===== src/rtl/alu_mdu.sv =====
// Execute-stage ALU with RV32M multiply/divide behind a valid/ready handshake.
// Base and multiply ops take one cycle; DIV/REM use an iterative restoring divider.
//
//   state  | meaning
//   S_IDLE | waiting for an op; fast ops complete here
//   S_DIV  | restoring divide, one quotient bit per cycle (XLEN cycles)
//   S_FIX  | apply result signs, load the output register
module alu_mdu #(
   parameter int XLEN = 32
) (
   input  logic            clk,
   input  logic            rst_n,
   input  logic            flush,
   input  logic            in_valid,
   output logic            in_ready,
   input  logic [4:0]      alu_control,
   input  logic [XLEN-1:0] A,
   input  logic [XLEN-1:0] B,
   output logic            out_valid,
   input  logic            out_ready,
   output logic [XLEN-1:0] result,
   output logic            equal,
   output logic            less_than,
   output logic            less_than_unsigned
);
   localparam int SW = $clog2(XLEN);
   localparam logic [XLEN-1:0] MOST_NEG = {1'b1, {(XLEN-1){1'b0}}};

   typedef enum logic [1:0] {S_IDLE, S_DIV, S_FIX} state_t;
   state_t state_q, state_d;

   logic            accept, op_div, div_signed, div_rem, b_zero, div_ovf;
   logic            div_iter, start_div, take_fast;
   logic [SW-1:0]   shamt;
   logic            eq_c, lt_c, ltu_c;
   logic [XLEN-1:0] fast_res;
   logic            mul_a_sx, mul_b_sx;
   logic [2*XLEN-1:0] mul_a, mul_b, prod;
   logic [XLEN-1:0] a_mag, b_mag;

   logic [XLEN-1:0] quo_q, rem_q, dvsr_q;
   logic [SW-1:0]   cnt_q;
   logic            neg_quo_q, neg_rem_q, is_rem_q;
   logic            eq_p, lt_p, ltu_p;
   logic [XLEN:0]   shifted, diff;
   logic [XLEN-1:0] quo_fix, rem_fix;

   assign in_ready   = (state_q == S_IDLE) && (!out_valid || out_ready) && !flush;
   assign accept     = in_valid && in_ready;

   assign op_div     = (alu_control >= 5'd14) && (alu_control <= 5'd17);
   assign div_signed = (alu_control == 5'd14) || (alu_control == 5'd16);
   assign div_rem    = (alu_control == 5'd16) || (alu_control == 5'd17);
   assign b_zero     = (B == '0);
   assign div_ovf    = div_signed && (A == MOST_NEG) && (B == '1);
   assign div_iter   = op_div && !b_zero && !div_ovf;
   assign start_div  = accept && div_iter;
   assign take_fast  = accept && !div_iter;

   assign shamt = B[SW-1:0];
   assign eq_c  = (A == B);
   assign lt_c  = ($signed(A) < $signed(B));
   assign ltu_c = (A < B);

   // One shared 2*XLEN multiplier; operand extension selects the signedness.
   assign mul_a_sx = (alu_control == 5'd11) || (alu_control == 5'd12);
   assign mul_b_sx = (alu_control == 5'd11);
   assign mul_a    = mul_a_sx ? {{XLEN{A[XLEN-1]}}, A} : {{XLEN{1'b0}}, A};
   assign mul_b    = mul_b_sx ? {{XLEN{B[XLEN-1]}}, B} : {{XLEN{1'b0}}, B};
   assign prod     = mul_a * mul_b;

   assign a_mag = (div_signed && A[XLEN-1]) ? -A : A;
   assign b_mag = (div_signed && B[XLEN-1]) ? -B : B;

   // Divide-by-zero and signed-overflow corners resolve here in one cycle.
   always_comb begin
      fast_res = '0;
      case (alu_control)
         5'd0:  fast_res = A + B;
         5'd1:  fast_res = A - B;
         5'd2:  fast_res = A ^ B;
         5'd3:  fast_res = A | B;
         5'd4:  fast_res = A & B;
         5'd5:  fast_res = A << shamt;
         5'd6:  fast_res = A >> shamt;
         5'd7:  fast_res = $unsigned($signed(A) >>> shamt);
         5'd8:  fast_res = {{(XLEN-1){1'b0}}, lt_c};
         5'd9:  fast_res = {{(XLEN-1){1'b0}}, ltu_c};
         5'd10: fast_res = prod[XLEN-1:0];
         5'd11, 5'd12, 5'd13: fast_res = prod[2*XLEN-1:XLEN];
         5'd14, 5'd15: fast_res = b_zero ? '1 : A;
         5'd16, 5'd17: fast_res = b_zero ? A : '0;
         default: fast_res = '0;
      endcase
   end

   assign shifted = {rem_q, quo_q[XLEN-1]};
   assign diff    = shifted - {1'b0, dvsr_q};
   assign quo_fix = neg_quo_q ? -quo_q : quo_q;
   assign rem_fix = neg_rem_q ? -rem_q : rem_q;

   always_ff @(posedge clk or negedge rst_n) begin
      if (!rst_n) state_q <= S_IDLE;
      else        state_q <= state_d;
   end

   always_comb begin
      state_d = state_q;
      if (flush) begin
         state_d = S_IDLE;
      end else begin
         case (state_q)
            S_IDLE:  if (start_div) state_d = S_DIV;
            S_DIV:   if (cnt_q == '0) state_d = S_FIX;
            S_FIX:   state_d = S_IDLE;
            default: state_d = S_IDLE;
         endcase
      end
   end

   always_ff @(posedge clk or negedge rst_n) begin
      if (!rst_n) begin
         out_valid          <= 1'b0;
         result             <= '0;
         equal              <= 1'b0;
         less_than          <= 1'b0;
         less_than_unsigned <= 1'b0;
         quo_q              <= '0;
         rem_q              <= '0;
         dvsr_q             <= '0;
         cnt_q              <= '0;
         neg_quo_q          <= 1'b0;
         neg_rem_q          <= 1'b0;
         is_rem_q           <= 1'b0;
         eq_p               <= 1'b0;
         lt_p               <= 1'b0;
         ltu_p              <= 1'b0;
      end else if (flush) begin
         out_valid <= 1'b0;
      end else if (take_fast) begin
         out_valid          <= 1'b1;
         result             <= fast_res;
         equal              <= eq_c;
         less_than          <= lt_c;
         less_than_unsigned <= ltu_c;
      end else if (start_div) begin
         out_valid <= 1'b0;
         quo_q     <= a_mag;
         rem_q     <= '0;
         dvsr_q    <= b_mag;
         cnt_q     <= SW'(XLEN-1);
         neg_quo_q <= div_signed && (A[XLEN-1] ^ B[XLEN-1]);
         neg_rem_q <= div_signed && A[XLEN-1];
         is_rem_q  <= div_rem;
         eq_p      <= eq_c;
         lt_p      <= lt_c;
         ltu_p     <= ltu_c;
      end else if (state_q == S_DIV) begin
         cnt_q <= cnt_q - 1'b1;
         if (!diff[XLEN]) begin
            rem_q <= diff[XLEN-1:0];
            quo_q <= {quo_q[XLEN-2:0], 1'b1};
         end else begin
            rem_q <= shifted[XLEN-1:0];
            quo_q <= {quo_q[XLEN-2:0], 1'b0};
         end
      end else if (state_q == S_FIX) begin
         out_valid          <= 1'b1;
         result             <= is_rem_q ? rem_fix : quo_fix;
         equal              <= eq_p;
         less_than          <= lt_p;
         less_than_unsigned <= ltu_p;
      end else if (out_valid && out_ready) begin
         out_valid <= 1'b0;
      end
   end
endmodule


===== config.mk =====
export PLATFORM = sky130hd
export DESIGN_NAME = alu_mdu
export DESIGN_NICKNAME = d
export VERILOG_FILES = /design/src/rtl/alu_mdu.sv
export SDC_FILE = /design/constraint.sdc
export NUM_CORES = 2
export LEC_CHECK = 0
export ABC_AREA = 0
export CORE_MARGIN = 5
export CORE_UTILIZATION = 35
export CTS_BUF_LIST = sky130_fd_sc_hd__clkbuf_4 sky130_fd_sc_hd__clkbuf_8 sky130_fd_sc_hd__clkbuf_16
export DETAILED_ROUTE_END_ITERATION = 6
export GPL_ROUTABILITY_DRIVEN = 0
export HOLD_SLACK_MARGIN = 0.05
export PLACE_DENSITY = 0.55
export SETUP_SLACK_MARGIN = 0.1
export SYNTH_ARGS = -nofsm -noshare
export SYNTH_HDL_FRONTEND = slang
export SYNTH_SLANG_ARGS = --single-unit

===== constraint.sdc =====
create_clock -name clk -period 4.95 [get_ports clk]
set_clock_uncertainty 0.2 [all_clocks]
set_input_delay 0.99 -clock clk [delete_from_list [all_inputs] [get_ports clk]]
set_output_delay 0.99 -clock clk [all_outputs]
set_load 0.01 [all_outputs]

Yosys cells after proc, flatten, opt, wreduce, memory -nomap -nowiden
Cells that the tools add are included.
Widths: inputs -> output; s select.

word-level totals
  bits of input ports = 74
  logic and storage cells = 147
  flip-flop bits (word level) = 145
  output and inout port bits = 37

operators by class
  equal/unequal tests = 27
  bitwise operators = 6
  shift operators = 3
  multiplexer cells = 44
  add/subtract/negate cells = 8
  magnitude comparators = 4
  reduce and logical (&&, ||, !) cells = 38
  multipliers = 1

operator list
  operator              number
  $mux 32               16
  $pmux 32 s14          1
  $mux 64               2
  $neg 32->32           4
  $eq 32x32->1 const B  2
  $lt 32x32->1          2
  $mul 64x64->64        1
  $eq 5x4->1 const B    8
  $sub 33x32->33        1
  $add 32x32->32        1
  $and 32x32->32        1
  $eq 32x32->1          1
  $logic_not 32->1      1
  $or 32x32->32         1
  $shl 32x5->32         1
  $shr 32x5->32         1
  $sshr 32x5->32        1
  $sub 32x32->32        1
  $xor 32x32->32        1
  $eq 5x3->1 const B    4
  $mux 1                19
  $logic_and 1x1->1     14
  $eq 5x2->1 const B    2
  $eq 5x5->1 const B    2
  26 further kinds      43

Depth between registers and ports, before layout
  word-level depth = 10
  mapped depth = 40
  gate-level depth less buffers = 36

Least setup slack after synthesis
OpenSTA, ideal clock, no wires.

  kind = input to register
  start point = input B[1]
  end point = register result[29]
  cell stages on the path = 29
  required time = 4.619 ns
  setup time = 0.131 ns
  path buffers = 5
  arrival time = 10.855 ns
  path slack = -6.237 ns
  cells stage by stage = clkbuf_1 buf_1 buf_1 clkbuf_1 clkbuf_1 nand2_1 fa_1 fa_1 inv_1 fa_1 fa_1 fa_1 fa_1 fa_1 fa_1 fa_1 inv_1 fa_1 inv_1 ha_1 a21oi_1 nor2b_1 o21a_1 o311ai_0 o21ai_0 a2111oi_0 o211ai_1 a2111oi_0 o21ai_1

on the way
  cells in the longest elaborated chain, start to end = 8
  elaborated cells between the ends (all ways) = 25
  those cells by class = add/sub (2); mul (1); eq/ne (3); shift (3); mux (5); reduce/logical (11)

ends and longest elaborated chain
  what                                                    RTL line  text
  start, declared                                         18        input logic [XLEN-1:0] B,
  branches (longest 8 deep; another with $mul 64x64->64)  -
  end signal, assigned                                    142       result <= fast_res;
  end signal, assigned                                    169       result <= is_rem_q ? rem_fix : quo_fix;
  end, declared                                           21        output logic [XLEN-1:0] result,

Several ways; the timed one is not identified.
A chain may end at the register's enable or synchronous reset.

Worst setup path in the final report
  start point = input alu_control[4]
  end point = register result[31]

on the way
  cells in the longest elaborated chain, start to end = 10
  elaborated cells between the ends (all ways) = 43
  those cells by class = mul (1); order compare (2); eq/ne (19); mux (4); reduce/logical (17)

ends and longest elaborated chain
  what                                                     RTL line  text
  start, declared                                          16        input logic [4:0] alu_control,
  branches (longest 10 deep; another with $mul 64x64->64)  -

Several ways; the timed one is not identified.

==> metrics <==
Die Width 444 microns; fraction of final layout cells sized beyond drive strength 1 25.1%; critical path class input pin to flip-flop; die area 0.197 sq mm; Post-synth top flop dfrtp_1; initial drt markers 7,077; worst skew pair latency 0.45 ns; vias in the first global route 66.1k; final core occ 45.6%; Area Growth Syn to Fin 29.7%; row cnt 159; I/O pins 111; DRC 0; drt pass-1 iters 7; Clock Tree Buf Depth 2; Unique masters post-synth 81; CP Data Arrival Time 9.93 ns; Nets 11.0k; largest net degree at the start of global routing 79; CTS tree yes; number of flops mapped to enable cells by yosys 0; sequential area share after synthesis 5.50%; violated checks setup timing; FF+latch count, synth 145; Post-Syn Nets 9,765; max-cap viol count 0; Clock Pin Slew Worst Setup and Hold Paths 0.06 ns; number of routed nets with antenna violations 0; TritonCTS Sinks 145; vias per inst 5.46; Mapped Area 0.0660 sq mm; fin crit period 9.82 ns; final worst-path setup slack -4.87 ns; syn_area_per_cell 8.44 sq um; Die H 444 microns; final hold vios 0; H-tree Lvls 4; placed instance area 0.0810 sq mm; initial antenna violation count 16; max-slew violation count 0; Core Area 0.188 sq mm; Ys Warns 0; fin area 0.0856 sq mm; CTS root buf clkbuf_16; Worst setup EP type flip-flop; Critical Path Slowest Stage Cell fa_1; routed wire length per instance 26.2 microns; startpoint types input pin; global route total overflow 0; Period Utilization, post-route 198%; TritonCTS Buffers 17; flop-to-flop setup slack 0.38 ns; DP Wirelength 257,000 microns; Slew headroom 11.1%; CP dominant cell by count fa_1; final setup fails 32; status complete, but fails checks; slowest cell delay on critical path 0.55 ns; CP required 5.06 ns; HP Class flip-flop to flip-flop; ys async rst share 100%; Post-Route WL 303,000 microns; Least-Margin Pin Slew 1.32 ns; count of input and output buffers 110; Initial Utilization 35.2%; RSZ-0062 raised after global routing true; Vias 63.2k; Tot GR Track Use 30.6%; final setup TNS -145.21 ns; Post-Syn Instances 7,825; f_max 0.102 GHz; CP max FO 7; first-pass GRT wire length 446,000 microns; Hold Buf Count CTS 0
Yosys cell counts (all sizes together) (28+ instances only):
cell    count  area share (%)
mux4       34             1.2
nor4       30            0.28
o31ai      42            0.49
a22oi      28            0.32
a21o       53            0.60
inv      1657             9.4
xor2       69            0.92
o21ai     326             2.5
a221o      28            0.42
nand3      75            0.57
nor3       60            0.46
nor2b      31            0.29
o211ai     29            0.33
fa       1422              43
buf       110            0.63
nor2      674             3.8
nand2    1065             6.1
ha        444             8.4
a211oi     57            0.65
a31oi      71            0.67
a21oi     265             2.0
a221oi     42            0.56
or3        28            0.27
mux2i      84             1.3
xnor2     196             2.6
dfrtp     145             5.5
nand4      40            0.38
clkbuf    342             1.9
per-stage QoR:
step / worst slack [ns] / instances / hold slack, ns
3_5_place_dp: -6.09 / 11404 / 0.274
4_1_cts: -4.85 / 11515 / 0.288
2_1_floorplan: -4.62 / 7825 / 0.246
3_3_place_gp: -6.00 / 11404 / 0.259
5_1_grt: -5.05 / 11572 / 0.311
6_report: -4.87 / 11581 / 0.283
cells by family (layout without fill, tap and decap cells):
logic type | count (synthesis) | after routing | synth area share [%]
AOI/OAI and AO/OA | 1144 | 1144 | 11.0
xor gates and xnor gates | 265 | 265 | 3.52
adders and majority gates | 1868 | 1868 | 51.6
buffers and inverters | 2135 | 3384 | 12.1
DFF | 145 | 145 | 5.50
muxes | 130 | 130 | 2.64
other | 0 | 12 | 0
and+or+nand+nor | 2138 | 2138 | 13.6
timing repair:
item	CTS	global route
resized for setup	484	340
cloned	2	0
setup buffers	87	66
pin swaps	252	297
endpoints found under the setup margin	38	42
worst max-delay path: cells and delay by family:
kind,cells,cell delay (ns)
adders and majority gates,11,5.39
buffers and inverters,17,1.70
AOI/OAI and AO/OA,8,1.21
and+or+nand+nor,5,0.42
xor gates and xnor gates,1,0.19
cells in the final DEF (no fill, tap or decap), drive strengths merged, types with 44 or more instances in the layout:
| cell | instances |
|---|---|
| buf | 1613 |
| a211oi | 57 |
| a21o | 53 |
| nand2 | 1065 |
| a21oi | 265 |
| nor2 | 674 |
| mux2i | 84 |
| fa | 1422 |
| clkdlybuf4s50 | 44 |
| inv | 1652 |
| dfrtp | 145 |
| o21ai | 326 |
| xor2 | 69 |
| nor3 | 60 |
| a31oi | 71 |
| xnor2 | 196 |
| ha | 444 |
| nand3 | 75 |
state kept, by name (all words and copies together) (netlist names):
signal              flops
eq_p                    1
less_than_unsigned      1
result                 32
cnt_q                   5
neg_rem_q               1
is_rem_q                1
less_than               1
dvsr_q                 32
out_valid               1
equal                   1
state_q                 2
ltu_p                   1
neg_quo_q               1
quo_q                  32
lt_p                    1
rem_q                  32
path summary, 6_finish.rpt:
path | from | to | cells past startpoint
hold reg to reg | dvsr_q[23] | dvsr_q[23] | 2
setup / recovery | alu_control[4] | result[31] | 42
min in group asynchronous | rst_n | dvsr_q[5] | 1
setup reg to reg | quo_q[31] | rem_q[13] | 18
hold / removal | dvsr_q[23] | dvsr_q[23] | 2
max in group asynchronous | rst_n | rem_q[27] | 2
area by class of cell:
| class | count | area (sq um) |
|---|---|---|
| sequential | 145 | 3630 |
| inverter | 1683 | 6420 |
| timing repair buffer | 1672 | 14900 |
| tap | 2495 | 3120 |
| clock inverter | 11 | 141 |
| multi-input combinational | 5545 | 56900 |
| clock buffer | 18 | 439 |
| antenna | 12 | 30.0 |
| fill | 18148 | 102000 |
layer usage:
metal	up-vias	GRT usage, %	share of wire [%]
met5	-	0	0.035
met4	16	19.8	8.9
met3	1055	8.66	11
met2	3708	46.1	43
met1	31724	38.4	38
li1	26741	-	-
Power is left out: the tool's default activity adds up to more than one toggle a clock period on the data nets, which glitch-free logic cannot reach.
